$ cat src/rtl/h_tube_regif_if.sv
// Host bus and FIFO-quad signal bundle for h_tube_regif.
// master = host/FIFO side driving inputs, slave = the register interface.
interface h_tube_regif_if;
  logic       h_cs_b;
  logic       h_rdnw;
  logic [2:0] h_addr;
  logic [7:0] h_wdata;
  logic [7:0] h_rdata;
  logic [7:0] ph_data;
  logic [3:0] ph_data_available;
  logic [3:0] ph_select;
  logic       ph_rd;
  logic [3:0] hp_not_full;
  logic [3:0] hp_select;
  logic       hp_wr;
  logic [7:0] hp_data;
  logic [6:0] flags;
  logic       fifo_rst;
  logic       h_irq_b;

  modport master (
    output h_cs_b, h_rdnw, h_addr, h_wdata, ph_data, ph_data_available, hp_not_full,
    input  h_rdata, ph_select, ph_rd, hp_select, hp_wr, hp_data, flags, fifo_rst, h_irq_b
  );

  modport slave (
    input  h_cs_b, h_rdnw, h_addr, h_wdata, ph_data, ph_data_available, hp_not_full,
    output h_rdata, ph_select, ph_rd, hp_select, hp_wr, hp_data, flags, fifo_rst, h_irq_b
  );
endinterface

$ cat src/rtl/h_tube_regif.sv
// Tube host-side register interface: decodes host accesses into FIFO strobes and flag updates.
// Optional macro TUBE_HOST_IRQ_EN enables the host interrupt; otherwise h_irq_b is tied high.
module h_tube_regif (
  input logic          h_phi2,
  input logic          h_rst,
  h_tube_regif_if.slave bus
);

  typedef enum logic [1:0] {S_IDLE, S_ACCESS, S_HOLD} state_t;

  state_t     r_state;
  state_t     w_next;
  logic       r_cs_q_b;
  logic [2:0] r_addr;
  logic       r_rdnw;
  logic [7:0] r_rdata;
  logic [7:0] r_hp_data;
  logic [6:0] r_flags;
  logic       w_fall;
  logic [1:0] w_k;
  logic [3:0] w_onehot;
  logic [3:0] w_ph_select;
  logic       w_ph_rd;
  logic [3:0] w_hp_select;
  logic       w_hp_wr;

  // Reset value 0 means a select held low through reset release is not an edge
  assign w_fall   = r_cs_q_b & ~bus.h_cs_b;
  assign w_k      = r_addr[2:1];
  assign w_onehot = 4'b0001 << w_k;

  always_ff @(posedge h_phi2 or posedge h_rst) begin
    if (h_rst) r_state <= S_IDLE;
    else       r_state <= w_next;
  end

  always_comb begin
    w_next      = r_state;
    w_ph_select = 4'b0000;
    w_ph_rd     = 1'b0;
    w_hp_select = 4'b0000;
    w_hp_wr     = 1'b0;
    case (r_state)
      S_IDLE: begin
        if (w_fall) w_next = S_ACCESS;
      end
      S_ACCESS: begin
        w_next      = S_HOLD;
        w_ph_select = w_onehot;
        if (r_rdnw && r_addr[0])
          w_ph_rd = bus.ph_data_available[w_k];
        if (!r_rdnw && r_addr[0] && bus.hp_not_full[w_k]) begin
          w_hp_select = w_onehot;
          w_hp_wr     = 1'b1;
        end
      end
      S_HOLD: begin
        if (bus.h_cs_b) w_next = S_IDLE;
      end
      default: w_next = S_IDLE;
    endcase
  end

  always_ff @(posedge h_phi2 or posedge h_rst) begin
    if (h_rst) begin
      r_cs_q_b  <= 1'b0;
      r_addr    <= 3'd0;
      r_rdnw    <= 1'b0;
      r_rdata   <= 8'h00;
      r_hp_data <= 8'h00;
      r_flags   <= 7'h00;
    end else begin
      r_cs_q_b <= bus.h_cs_b;
      if (r_state == S_IDLE && w_fall) begin
        r_addr    <= bus.h_addr;
        r_rdnw    <= bus.h_rdnw;
        r_hp_data <= bus.h_wdata;
      end
      if (r_state == S_ACCESS) begin
        if (r_rdnw) begin
          if (r_addr[0]) r_rdata <= bus.ph_data;
          else r_rdata <= {bus.ph_data_available[w_k], bus.hp_not_full[w_k], r_flags[5:0]};
        end else if (r_addr == 3'd0) begin
          // Bit 7 is the value written to every flag whose mask bit is set
          for (int i = 0; i < 7; i++)
            if (r_hp_data[i]) r_flags[i] <= r_hp_data[7];
        end
      end
    end
  end

`ifdef TUBE_HOST_IRQ_EN
  logic r_irq_b;
  always_ff @(posedge h_phi2 or posedge h_rst) begin
    if (h_rst) r_irq_b <= 1'b1;
    else       r_irq_b <= ~(r_flags[1] & bus.ph_data_available[3]);
  end
  assign bus.h_irq_b = r_irq_b;
`else
  assign bus.h_irq_b = 1'b1;
`endif

  assign bus.h_rdata   = r_rdata;
  assign bus.hp_data   = r_hp_data;
  assign bus.flags     = r_flags;
  assign bus.fifo_rst  = r_flags[6];
  assign bus.ph_select = w_ph_select;
  assign bus.ph_rd     = w_ph_rd;
  assign bus.hp_select = w_hp_select;
  assign bus.hp_wr     = w_hp_wr;

endmodule

$ cat src/flat_wrapper.sv
// flat-port wrapper written by rule: the top's interface ports become plain ports
module h_tube_regif_flat 
  (h_phi2, h_rst, bus_h_cs_b, bus_h_rdnw, bus_h_addr, bus_h_wdata, bus_ph_data, bus_ph_data_available, bus_hp_not_full, bus_h_rdata, bus_ph_select, bus_ph_rd, bus_hp_select, bus_hp_wr, bus_hp_data, bus_flags, bus_fifo_rst, bus_h_irq_b);
  h_tube_regif_if bus_i ();
  input logic h_phi2;
  input logic h_rst;
  input wire logic [$bits(bus_i.h_cs_b)-1:0] bus_h_cs_b;
  input wire logic [$bits(bus_i.h_rdnw)-1:0] bus_h_rdnw;
  input wire logic [$bits(bus_i.h_addr)-1:0] bus_h_addr;
  input wire logic [$bits(bus_i.h_wdata)-1:0] bus_h_wdata;
  input wire logic [$bits(bus_i.ph_data)-1:0] bus_ph_data;
  input wire logic [$bits(bus_i.ph_data_available)-1:0] bus_ph_data_available;
  input wire logic [$bits(bus_i.hp_not_full)-1:0] bus_hp_not_full;
  output wire logic [$bits(bus_i.h_rdata)-1:0] bus_h_rdata;
  output wire logic [$bits(bus_i.ph_select)-1:0] bus_ph_select;
  output wire logic [$bits(bus_i.ph_rd)-1:0] bus_ph_rd;
  output wire logic [$bits(bus_i.hp_select)-1:0] bus_hp_select;
  output wire logic [$bits(bus_i.hp_wr)-1:0] bus_hp_wr;
  output wire logic [$bits(bus_i.hp_data)-1:0] bus_hp_data;
  output wire logic [$bits(bus_i.flags)-1:0] bus_flags;
  output wire logic [$bits(bus_i.fifo_rst)-1:0] bus_fifo_rst;
  output wire logic [$bits(bus_i.h_irq_b)-1:0] bus_h_irq_b;
  assign bus_i.h_cs_b = bus_h_cs_b;
  assign bus_i.h_rdnw = bus_h_rdnw;
  assign bus_i.h_addr = bus_h_addr;
  assign bus_i.h_wdata = bus_h_wdata;
  assign bus_i.ph_data = bus_ph_data;
  assign bus_i.ph_data_available = bus_ph_data_available;
  assign bus_i.hp_not_full = bus_hp_not_full;
  assign bus_h_rdata = bus_i.h_rdata;
  assign bus_ph_select = bus_i.ph_select;
  assign bus_ph_rd = bus_i.ph_rd;
  assign bus_hp_select = bus_i.hp_select;
  assign bus_hp_wr = bus_i.hp_wr;
  assign bus_hp_data = bus_i.hp_data;
  assign bus_flags = bus_i.flags;
  assign bus_fifo_rst = bus_i.fifo_rst;
  assign bus_h_irq_b = bus_i.h_irq_b;
  h_tube_regif u_core (.h_phi2(h_phi2), .h_rst(h_rst), .bus(bus_i));
endmodule
$ cat config.mk
export PLATFORM = sky130hd
export DESIGN_NAME = h_tube_regif_flat
export DESIGN_NICKNAME = d
export VERILOG_FILES = /design/src/rtl/h_tube_regif_if.sv /design/src/rtl/h_tube_regif.sv /design/src/flat_wrapper.sv
export SDC_FILE = /design/constraint.sdc
export NUM_CORES = 1
export LEC_CHECK = 0
export CORE_MARGIN = 1.5
export CORE_UTILIZATION = 38
export CTS_BUF_LIST = sky130_fd_sc_hd__clkbuf_4
export CTS_CLUSTER_SIZE = 20
export DETAILED_ROUTE_END_ITERATION = 8
export GPL_ROUTABILITY_DRIVEN = 0
export PLACE_DENSITY = 0.86
export SLEW_MARGIN = 5
export SYNTH_ARGS = -nofsm -noshare
export SYNTH_HDL_FRONTEND = slang
export SYNTH_SLANG_ARGS = --single-unit
export TNS_END_PERCENT = 30
$ cat constraint.sdc
create_clock -name h_phi2 -period 1.5 [get_ports h_phi2]
set_input_delay 0.15 -clock h_phi2 [delete_from_list [all_inputs] [get_ports h_phi2]]
set_output_delay 0.15 -clock h_phi2 [all_outputs]
set_load 0.02 [all_outputs]
Word level (Yosys, flattened, before mapping)
Cells that the tools add are included.
{"block": "totals", "ff_bits": 30, "in_bits": 31, "out_inout_bits": 35, "wordCells": 53}
{"block": "classes", "order_cmp": 1, "n_eq_ne": 4, "shift": 1, "muxes": 15, "bitwise_logic": 3, "reduce_logical": 16}
{"cell": "4-bit AND reduction", "count": 7}
{"cell": "4-bit two-way mux", "count": 3}
{"cell": "8-bit two-way mux", "count": 1}
{"cell": "1-bit two-way mux", "count": 6}
{"cell": "2-bit one-hot mux with 3 select lines", "count": 1}
{"cell": "1-bit binary-select mux with 2-bit select", "count": 2}
{"cell": "1-bit logical AND", "count": 4}
{"cell": "2-bit two-way mux", "count": 2}
{"cell": "2-bit AND reduction", "count": 2}
{"cell": "1-bit by 2-bit << shifter with 4-bit output (first input constant)", "count": 1}
{"cell": "3-bit logical NOT", "count": 1}
{"cell": "2-bit by 3-bit < comparator with 1-bit output (second input constant)", "count": 1}
{"cell": "2-bit by 1-bit == test with 1-bit output (second input constant)", "count": 1}
{"cell": "2-bit == test (second input constant)", "count": 1}
{"cell": "2-bit logical NOT", "count": 1}
{"cell": "2-bit by 1-bit != test with 1-bit output (second input constant)", "count": 1}
{"cell": "2-bit != test (second input constant)", "count": 1}
{"cell": "1-bit NOT", "count": 2}
{"cell": "1-bit AND", "count": 1}
{"cell": "1-bit logical NOT", "count": 1}

Longest topological paths before layout
Gate-level depths: netlist (run 1).
{"block": "depth", "depth_word": 5, "depth_mapped": 4}

Worst setup path before layout (run 1)
No wires, ideal clock.
{"block": "synth_path", "kind": "flip-flop to output port", "from": "register u_core.r_addr[1]", "to": "output bus_hp_select[0]", "arrival_ps": 1510, "setup_slack_ps": -160, "stages_incl_launch_ff": 5, "path_cell_list": "dfrtp_1 -> buf_8 -> mux4_1 -> nand4bb_1 -> nor3_1"}
{"block": "synth_via", "elab_chain_cells": 5, "word_cells_on_any_way": 6, "classes_between": "shift (1); mux (4); reduce/logical (1)"}
{"element": "from (decl)", "line_no": "h_tube_regif.sv:14", "source": "logic [2:0] r_addr;"}
{"element": "from (signal assigned)", "line_no": "h_tube_regif.sv:75", "source": "r_addr <= bus.h_addr;"}
{"element": "1-bit binary-select mux with 2-bit select", "line_no": "h_tube_regif.sv:52", "source": "if (!r_rdnw && r_addr[0] && bus.hp_not_full[w_k]) begin"}
{"element": "1-bit two-way mux (not written as such)", "line_no": "h_tube_regif.sv:52"}
{"element": "1-bit logical AND", "line_no": "h_tube_regif.sv:52"}
{"element": "4-bit two-way mux (*)", "line_no": "h_tube_regif.sv:52"}
{"element": "4-bit two-way mux (*)", "line_no": "h_tube_regif.sv:43", "source": "case (r_state)"}
{"element": "to (decl)", "line_no": "flat_wrapper.sv:17", "source": "output wire logic [$bits(bus_i.hp_select)-1:0] bus_hp_select;"}
Mark *: on every way between the ends. The rest lies on a longest branch, timed or not. The select of a mux whose other input is x is not followed.

Final worst setup path (run 1)
Same ends and word-level chain as after synthesis.

==> impl_results.md, run 1 <==
- Synth unique cells: 25
- Worst r2r src: u_core.r_addr[1]
- Pre-CTS setup slack: -640 ps
- Die height: 64.2 um
- Die width: 64.2 um
- Cell taking the most area after synthesis: dfrtp_1
- Worst hold path class: in2async
- Initial DRT Pass Iterations: 4
- Final Hold Vio Count: 0
- Die area: 4120 sq um
- RSZ-0062 raised after global routing: yes
- PnR Total Power: 3.66 mW
- Synth Cell Area: 1420 sq um
- DRT iter0 DRCs: 30
- Most frequent cells in the layout: clkdlybuf4s50_1, dfrtp_1, buf_4
- Clock transition at path regs: 90 ps
- Syn Nets: 144
- CTS tree: yes
- Post-synth top area share: 52.8%
- Power Density: 1510 nW/um^2
- Worst path required time: 1350 ps
- Remaining Overflow, GRT: 0
- Final period utilization: 121%
- Slowest Stage Delay on Critical Path: 550 ps
- Sequential area share after synthesis: 52.8%
- Max Clk Rate: 553 MHz
- Ant diodes: 0
- Port Buf Inserts: 64
- Startpoint types: register
- FF+latch area: 752 sq um
- Final TNS setup: -3590 ps
- Commonest non-fill, non-tap cell in the layout: clkdlybuf4s50_1
- DR vias/cell: 4.88
- First-pass GRT wire length: 6.24 mm
- I/O pin total: 66
- Synthesized instance count: 113
- Layout cell share with drive strength beyond 1: 33.8%
- Root Driver: clkbuf_4
- Nets: 225
- Area growth syn-to-layout: 70.6%
- Mean Syn Cell Area: 12.6 sq um
- Worst-Skew Late Latency: 330 ps
- Total CTS buffers: 5
- Clock Tree Buf Depth: 2
- Final worst setup slack: -309 ps
- Slowest cell on crit path: mux4_2
- Tot GR Track Use: 19.9%
- Wire length per cell: 16.5 um
- Crit Path Max Fanout: 5
- Synth warn: 0
- Peak supply drop: 0.826 mV
- Post-route DRC: 0
- Post-DP HPWL: 2.94 mm
- Seq cells post-synth: 30
- Max_cap viols: 0
- Worst Setup End Kind: output pin
- Initial antenna violation count: 0
- CP Class: reg2out
- Layout Skew: 1.22 ps
- CTS Hold Buffers Added: 0
- CORE AREA: 3630 sq um
- Initial core utilization: 39.1%
- Critical Path, Cell by Cell: mux4_2 -> nand4bb_4 -> nor3_2 -> buf_4
- Row cnt: 22
- CP startpoint: u_core.r_addr[1]
- Violated checks: negative setup slack
- Leakage power: 1.23 nW
- Final WL: 4.01 mm
- # fillers: 287
- Vias in the first global route: 1,303
- Main area contributors after synthesis: dfrtp_1, mux2_2, mux2i_1
- Largest net degree at the start of global routing: 31
- Crit path time final: 1810 ps
- Status: finished with violations
- Area of the multi-input gates: 702 sq um
- H-Tree Depth: 2
- # clock sinks: 30
- CP arrival: 1660 ps
- Via count: 1,186
- DRT antenna net count: 0
- Slew Limit Fails: 0
- Final setup violation count: 19
-- metal layers --
layer	wire length [um]	GRT usage (%)	vias to the layer above
met1	1520	22.5	579
li1	-	-	551
met2	2190	34.8	44
met4	118	10.1	0
met5	0	0	-
met3	186	4.75	12
-- worst max-delay path: cells and delay by family (launching register included) --
kind	cells	cell delay (ps)
mux	1	550
flops	1	410
simple gates	2	220
buf+inv	1	150
-- flip-flops by register name, summed over array words and instances (netlist names) --
register / count
u_core.bus.h_rdata: 8
u_core.bus.flags: 7
u_core.r_state: 2
u_core.r_rdnw: 1
u_core.r_addr: 3
u_core.r_cs_q_b: 1
u_core.bus.hp_data: 8
-- through the flow --
step           cells  util, %  hold slack, ps  area, sq um
2_1_floorplan    113        -             181         1430
3_3_place_gp     232     60.2             462         2190
3_5_place_dp     232     60.2             472         2190
4_1_cts          242     63.7             189         2310
5_1_grt          243     66.7             230         2420
6_report         243     66.7             180         2420
-- cells in the mapped netlist --
cell and n:
a21oi_1 2, and3_1 1, and3b_1 1, buf_1 1, buf_4 3, buf_6 1, buf_8 1, clkbuf_1 1
conb_1 1, dfrtp_1 30, inv_1 2, mux2_1 7, mux2_2 12, mux2i_1 8, mux4_1 2, nand2_1 9
nand3_1 7, nand3b_1 1, nand4bb_1 1, nor2_1 10, nor3_1 1, nor4b_4 2, o21ai_0 6, or2b_1 2
or2b_2 1
-- power breakdown --
part	internal (mW)	switching, mW
clock network	0.513	0.282
registers	1.07	0.218
logic	0.836	0.747
total	2.42	1.25
-- cell type report --
type	instances	area share, %
timing repair buffer	81	33.1
sequential	30	31.0
multi-input combinational	74	28.9
clock inverter	3	2.63
tap	48	2.48
clock buffer	5	1.55
inverter	2	0.310
-- cell families after synthesis --
group / Yosys count / share of synthesized area (%)
mux: 29 / 24.4
compound gates: 8 / 2.82
flops: 30 / 52.8
simple gates: 36 / 15.2
buf+inv: 9 / 4.49
other cells: 1 / 0.264
-- final timing paths --
path	endpoint	slack (ps)	cells after the start
max	bus_hp_select[0]	-310	4
min	u_core.bus.h_rdata[6]	180	3
max reg2reg	u_core.bus.flags[5]	-200	6
min reg2reg	u_core.bus.h_rdata[1]	490	2
max in group asynchronous	u_core.r_addr[1]	1020	3
min in group h_phi2	u_core.bus.hp_data[1]	430	2
-- repair_timing --
item	CTS	global route
hold endpoints to repair	0	0
pin swaps	4	3
setup buffers	2	1
resized for setup	74	31
endpoints found under the setup margin	33	39
No activity file was read; power rests on OpenSTA's default activity.
==> run 2, diff against run 1 <==
--- a/config.mk
+++ b/config.mk
@@ -5,13 +5,13 @@
 export SDC_FILE = /design/constraint.sdc
 export NUM_CORES = 1
 export LEC_CHECK = 0
-export CORE_MARGIN = 1.5
 export CORE_UTILIZATION = 38
 export CTS_BUF_LIST = sky130_fd_sc_hd__clkbuf_4
 export CTS_CLUSTER_SIZE = 20
 export DETAILED_ROUTE_END_ITERATION = 8
 export GPL_ROUTABILITY_DRIVEN = 0
 export PLACE_DENSITY = 0.86
+export SKIP_CTS_REPAIR_TIMING = 1
 export SLEW_MARGIN = 5
 export SYNTH_ARGS = -nofsm -noshare
 export SYNTH_HDL_FRONTEND = slang
==> run 2 against run 1 <==
Effect of this change:
- the run still ends with negative setup slack left
- critical path depth unchanged
- clock power down 23%
- worst hold slack better by 8.9 ps
- critical endpoint is now bus_ph_rd
- highest routed layer unchanged
==> impl_results.md, run 2 (synthesized netlist as in run 1, its figures left out) <==
- First-pass GRT wire length: 6.08 mm
- Worst Setup End Kind: output pin
- Slowest Stage Delay on Critical Path: 510 ps
- CP startpoint: u_core.r_addr[1]
- Power Density: 1460 nW/um^2
- Register-to-Register Path Depth: 6
- Pre-CTS setup slack: -637 ps
- Initial antenna violation count: 0
- H-Tree Depth: 2
- Nets: 226
- DRT antenna net count: 0
- CORE AREA: 3470 sq um
- Vias in the first global route: 1,218
- Status: finished with violations
- Final Hold Vio Count: 0
- I/O pin total: 66
- R2R Setup Slk: -190 ps
- Remaining Overflow, GRT: 0
- Worst-Skew Late Latency: 320 ps
- Crit path time final: 1790 ps
- Worst hold path class: in2async
- Violated checks: negative setup slack
- Port Buf Inserts: 64
- Final period utilization: 119%
- Worst path required time: 1350 ps
- Leakage power: 1.28 nW
- Total CTS buffers: 5
- Max_cap viols: 0
- Most frequent cells in the layout: clkdlybuf4s50_1, dfrtp_1, dlymetal6s2s_1
- Post-DP HPWL: 2.90 mm
- Max Clk Rate: 559 MHz
- Via count: 1,178
- Post-route DRC: 0
- Final setup violation count: 21
- DRT iter0 DRCs: 37
- RSZ-0062 raised after global routing: yes
- Worst r2r src: u_core.r_addr[1]
- CP Class: reg2out
- Final worst setup slack: -290 ps
- Largest net degree at the start of global routing: 31
- Crit path capture: bus_ph_rd
- FF+latch area: 752 sq um
- Final WL: 4.03 mm
- Row cnt: 21
- Reg2reg end: u_core.bus.flags[3]
- Die height: 63.2 um
- Startpoint types: register
- DR vias/cell: 4.89
- # fillers: 254
- PnR Total Power: 3.54 mW
- Peak supply drop: 0.797 mV
- Ant diodes: 0
- Layout Skew: 6.35 ps
- Critical Path, Cell by Cell: buf_4 -> mux4_2 -> and3_4 -> buf_6
- Clock transition at path regs: 100 ps
- Area growth syn-to-layout: 70.0%
- Clock Tree Buf Depth: 2
- CP arrival: 1640 ps
- Tot GR Track Use: 20.1%
- Slew Limit Fails: 0
- Area of the multi-input gates: 704 sq um
- Wire length per cell: 16.7 um
- Crit Path Max Fanout: 3
- Commonest non-fill, non-tap cell in the layout: clkdlybuf4s50_1
- Slowest cell on crit path: mux4_2
- Layout cell share with drive strength beyond 1: 31.8%
- Die area: 3990 sq um
- CTS tree: yes
- # clock sinks: 30
- Initial DRT Pass Iterations: 6
- Initial core utilization: 41.0%
- Root Driver: clkbuf_4
- Die width: 63.2 um
==> run 2: cell types whose count changed in the layout (fill, tap and decap cells not counted), moves of 2 or more <==
cell / change
dlymetal6s2s_1: +6
clkbuf_2: +3
clkdlybuf4s50_1: +4
buf_4: -2
mux2_1: +2
dlygate4sd2_1: -10
mux2_4: -2
nor2_1: +3
nor2_2: -4
==> run 2: routing by layer <==
metal	global-route usage [%]	vias up	wire [um]
met2	35.8	46	2210
met4	6.98	0	47
met3	5.43	4	191
met1	23.1	571	1590
li1	-	557	-
met5	0	-	0
==> run 2: worst max-delay path, delay by kind of cell, from the launching register on <==
kind | cells | cell delay, ps
multiplexers | 1 | 510
flip-flops | 1 | 400
buffers and inverters | 2 | 240
AND/OR/NAND/NOR | 1 | 170
==> run 2: stage by stage <==
step / area (sq um) / hold slack (ps) / setup TNS, ps / util (%) / instances
6_report: 2420 / 189 / -3510 / 69.7 / 241
5_1_grt: 2420 / 220 / -4810 / 69.7 / 241
4_1_cts: 2260 / 205 / -8670 / 65.1 / 237
3_5_place_dp: 2190 / 473 / -5670 / 63.0 / 230
3_3_place_gp: 2190 / 460 / -4380 / 63.0 / 230
2_1_floorplan: 1430 / 181 / -1010 / - / 113
==> run 2: final cells by class <==
| class | instances | share of cell area [%] |
|---|---|---|
| repair buffers | 82 | 34.1 |
| flip-flops and latches | 30 | 31.1 |
| multi-input cells | 74 | 29.2 |
| well taps | 46 | 2.38 |
| clock buffers | 5 | 1.55 |
| clock inverters | 2 | 1.40 |
| inverters | 2 | 0.311 |
==> run 2: how the worst min path moves through the flow <==
| stage | start | to | slack (ps) | cells after the start |
|---|---|---|---|---|
| 2_1_floorplan | bus_h_cs_b | u_core.r_cs_q_b | 180 | 0 |
| 3_3_place_gp | u_core.bus.h_rdata[0] | u_core.bus.h_rdata[0] | 460 | 2 |
| 3_5_place_dp | u_core.bus.h_rdata[4] | u_core.bus.h_rdata[4] | 470 | 2 |
| 4_1_cts | h_rst | u_core.bus.h_rdata[4] | 210 | 3 |
| 5_1_grt | h_rst | u_core.bus.hp_data[0] | 220 | 3 |
| 6_report | h_rst | u_core.bus.h_rdata[6] | 190 | 3 |
==> run 2: power breakdown <==
group / switching [mW] / internal [mW] / leakage (nW)
clock network: 0.274 / 0.337 / 0.0387
registers: 0.217 / 1.07 / 0.372
logic: 0.748 / 0.894 / 0.873
==> run 3, diff against run 2 <==
--- a/config.mk
+++ b/config.mk
@@ -11,6 +11,7 @@
 export DETAILED_ROUTE_END_ITERATION = 8
 export GPL_ROUTABILITY_DRIVEN = 0
 export PLACE_DENSITY = 0.86
+export SETUP_SLACK_MARGIN = 0.02
 export SKIP_CTS_REPAIR_TIMING = 1
 export SLEW_MARGIN = 5
 export SYNTH_ARGS = -nofsm -noshare
==> run 3 against run 2 <==
Effect of this change:
- the run still ends with negative setup slack left
- register-to-register slack worse by 20 ps
- combinational power about the same
- global-route usage stayed put
- critical path type unchanged
==> impl_results.md, run 3 (synthesized netlist as in run 1, its figures left out) <==
- Status: finished with violations
- Violated checks: negative setup slack
- Worst path required time: 1350 ps
- Nets: 226
- Buf/Inv on CP: 2
- # clock sinks: 30
- # fillers: 249
- Die height: 63.2 um
- Tot GR Track Use: 20.1%
- Final period utilization: 119%
- Leakage power: 1.35 nW
- Final Hold Vio Count: 0
- PnR Total Power: 3.55 mW
- Clock Tree Buf Depth: 2
- Worst Setup End Kind: output pin
- Post-route DRC: 0
- Final worst setup slack: -291 ps
- Dpl cells: 230
- Root Driver: clkbuf_4
- Layout cell share with drive strength beyond 1: 33.3%
- Critical Path, Cell by Cell: buf_4 -> mux4_2 -> and3_4 -> buf_6
- Layout Skew: 6.00 ps
- Startpoint types: register
- Largest net degree at the start of global routing: 31
- H-Tree Depth: 2
- Reg2reg end: u_core.bus.flags[3]
- Remaining Overflow, GRT: 0
- Final TNS setup: -3540 ps
- Post-DP HPWL: 2.90 mm
- First-pass GRT wire length: 6.08 mm
- CTS tree: yes
- Area growth syn-to-layout: 72.4%
- WHS: 191 ps
- DRT iter0 DRCs: 40
- Crit path time final: 1790 ps
- Slew Limit Fails: 0
- Ant diodes: 0
- R2R Setup Slk: -210 ps
- RSZ-0062 raised after global routing: yes
- Initial DRT Pass Iterations: 4
- Vias in the first global route: 1,218
- Peak supply drop: 0.798 mV
- DRT antenna net count: 0
- CP delay by family, top: multiplexers
- Crit Path Max Fanout: 3
- Total CTS buffers: 5
- Max_cap viols: 0
- Die width: 63.2 um
- Clock transition at path regs: 100 ps
- Slowest cell on crit path: mux4_2
- Register-to-Register Path Depth: 6
- Final setup violation count: 19
- CP Class: reg2out
- Initial core utilization: 41.0%
- Wire length per cell: 17.0 um
- CORE AREA: 3470 sq um
- Non-filler cells, final: 241
- Max Clk Rate: 558 MHz
- CP arrival: 1640 ps
- Port Buf Inserts: 64
- Most frequent cells in the layout: clkdlybuf4s50_1, dfrtp_1, dlymetal6s2s_1
- Final WL: 4.10 mm
- Row cnt: 21
- Power Density: 1450 nW/um^2
- Commonest non-fill, non-tap cell in the layout: clkdlybuf4s50_1
- Initial antenna violation count: 0
- Slowest Stage Delay on Critical Path: 510 ps
- Worst r2r src: u_core.r_addr[1]
- Die area: 3990 sq um
- Worst hold path class: in2async
- I/O pin total: 66
- DR vias/cell: 4.97
- Via count: 1,198
- Worst-Skew Late Latency: 320 ps
run 3: power breakdown:
group	switching (mW)	internal (mW)
combinational	0.758	0.890
sequential	0.224	1.07
clock	0.275	0.337
run 3: area by class of cell:
cell class / instances / area [sq um] / area share (%)
Timing Repair Buffer: 82 / 836 / 34.1
Clock buffer: 5 / 37.5 / 1.53
Tap cell: 46 / 57.6 / 2.35
Multi-Input combinational cell: 74 / 726 / 29.6
Sequential cell: 30 / 752 / 30.7
Inverter: 2 / 7.51 / 0.306
Clock inverter: 2 / 33.8 / 1.38
run 3: tightest hold or removal path: cells and delay by family:
family	cells	cell delay (ps)
buffers and inverters	3	780
run 3: worst max path at each step:
stage	startpoint	end	slack [ps]	depth (start not counted)
after floorplan	u_core.r_addr[1]	u_core.bus.flags[1]	-130	4
after global placement	bus_hp_not_full[1]	bus_hp_select[3]	-520	5
after detailed placement	bus_hp_not_full[1]	bus_hp_select[1]	-640	5
after CTS	u_core.r_addr[1]	bus_hp_select[1]	-900	4
after global routing	u_core.r_addr[1]	bus_hp_wr	-370	4
final	u_core.r_addr[1]	bus_ph_rd	-290	4
run 3: layer usage:
layer	global-route usage, %	share of wire, %
met5	0	0
met4	6.98	1.1
met3	5.43	5.4
met2	35.8	55
met1	23.1	38
run 3: metrics by stage:
step           util [%]  setup WS, ps  cell area [sq um]
6_report           70.6          -291               2450
3_3_place_gp       63.0          -524               2190
4_1_cts            65.1          -901               2260
5_1_grt            70.6          -370               2450
3_5_place_dp       63.0          -637               2190
2_1_floorplan         -          -133               1430
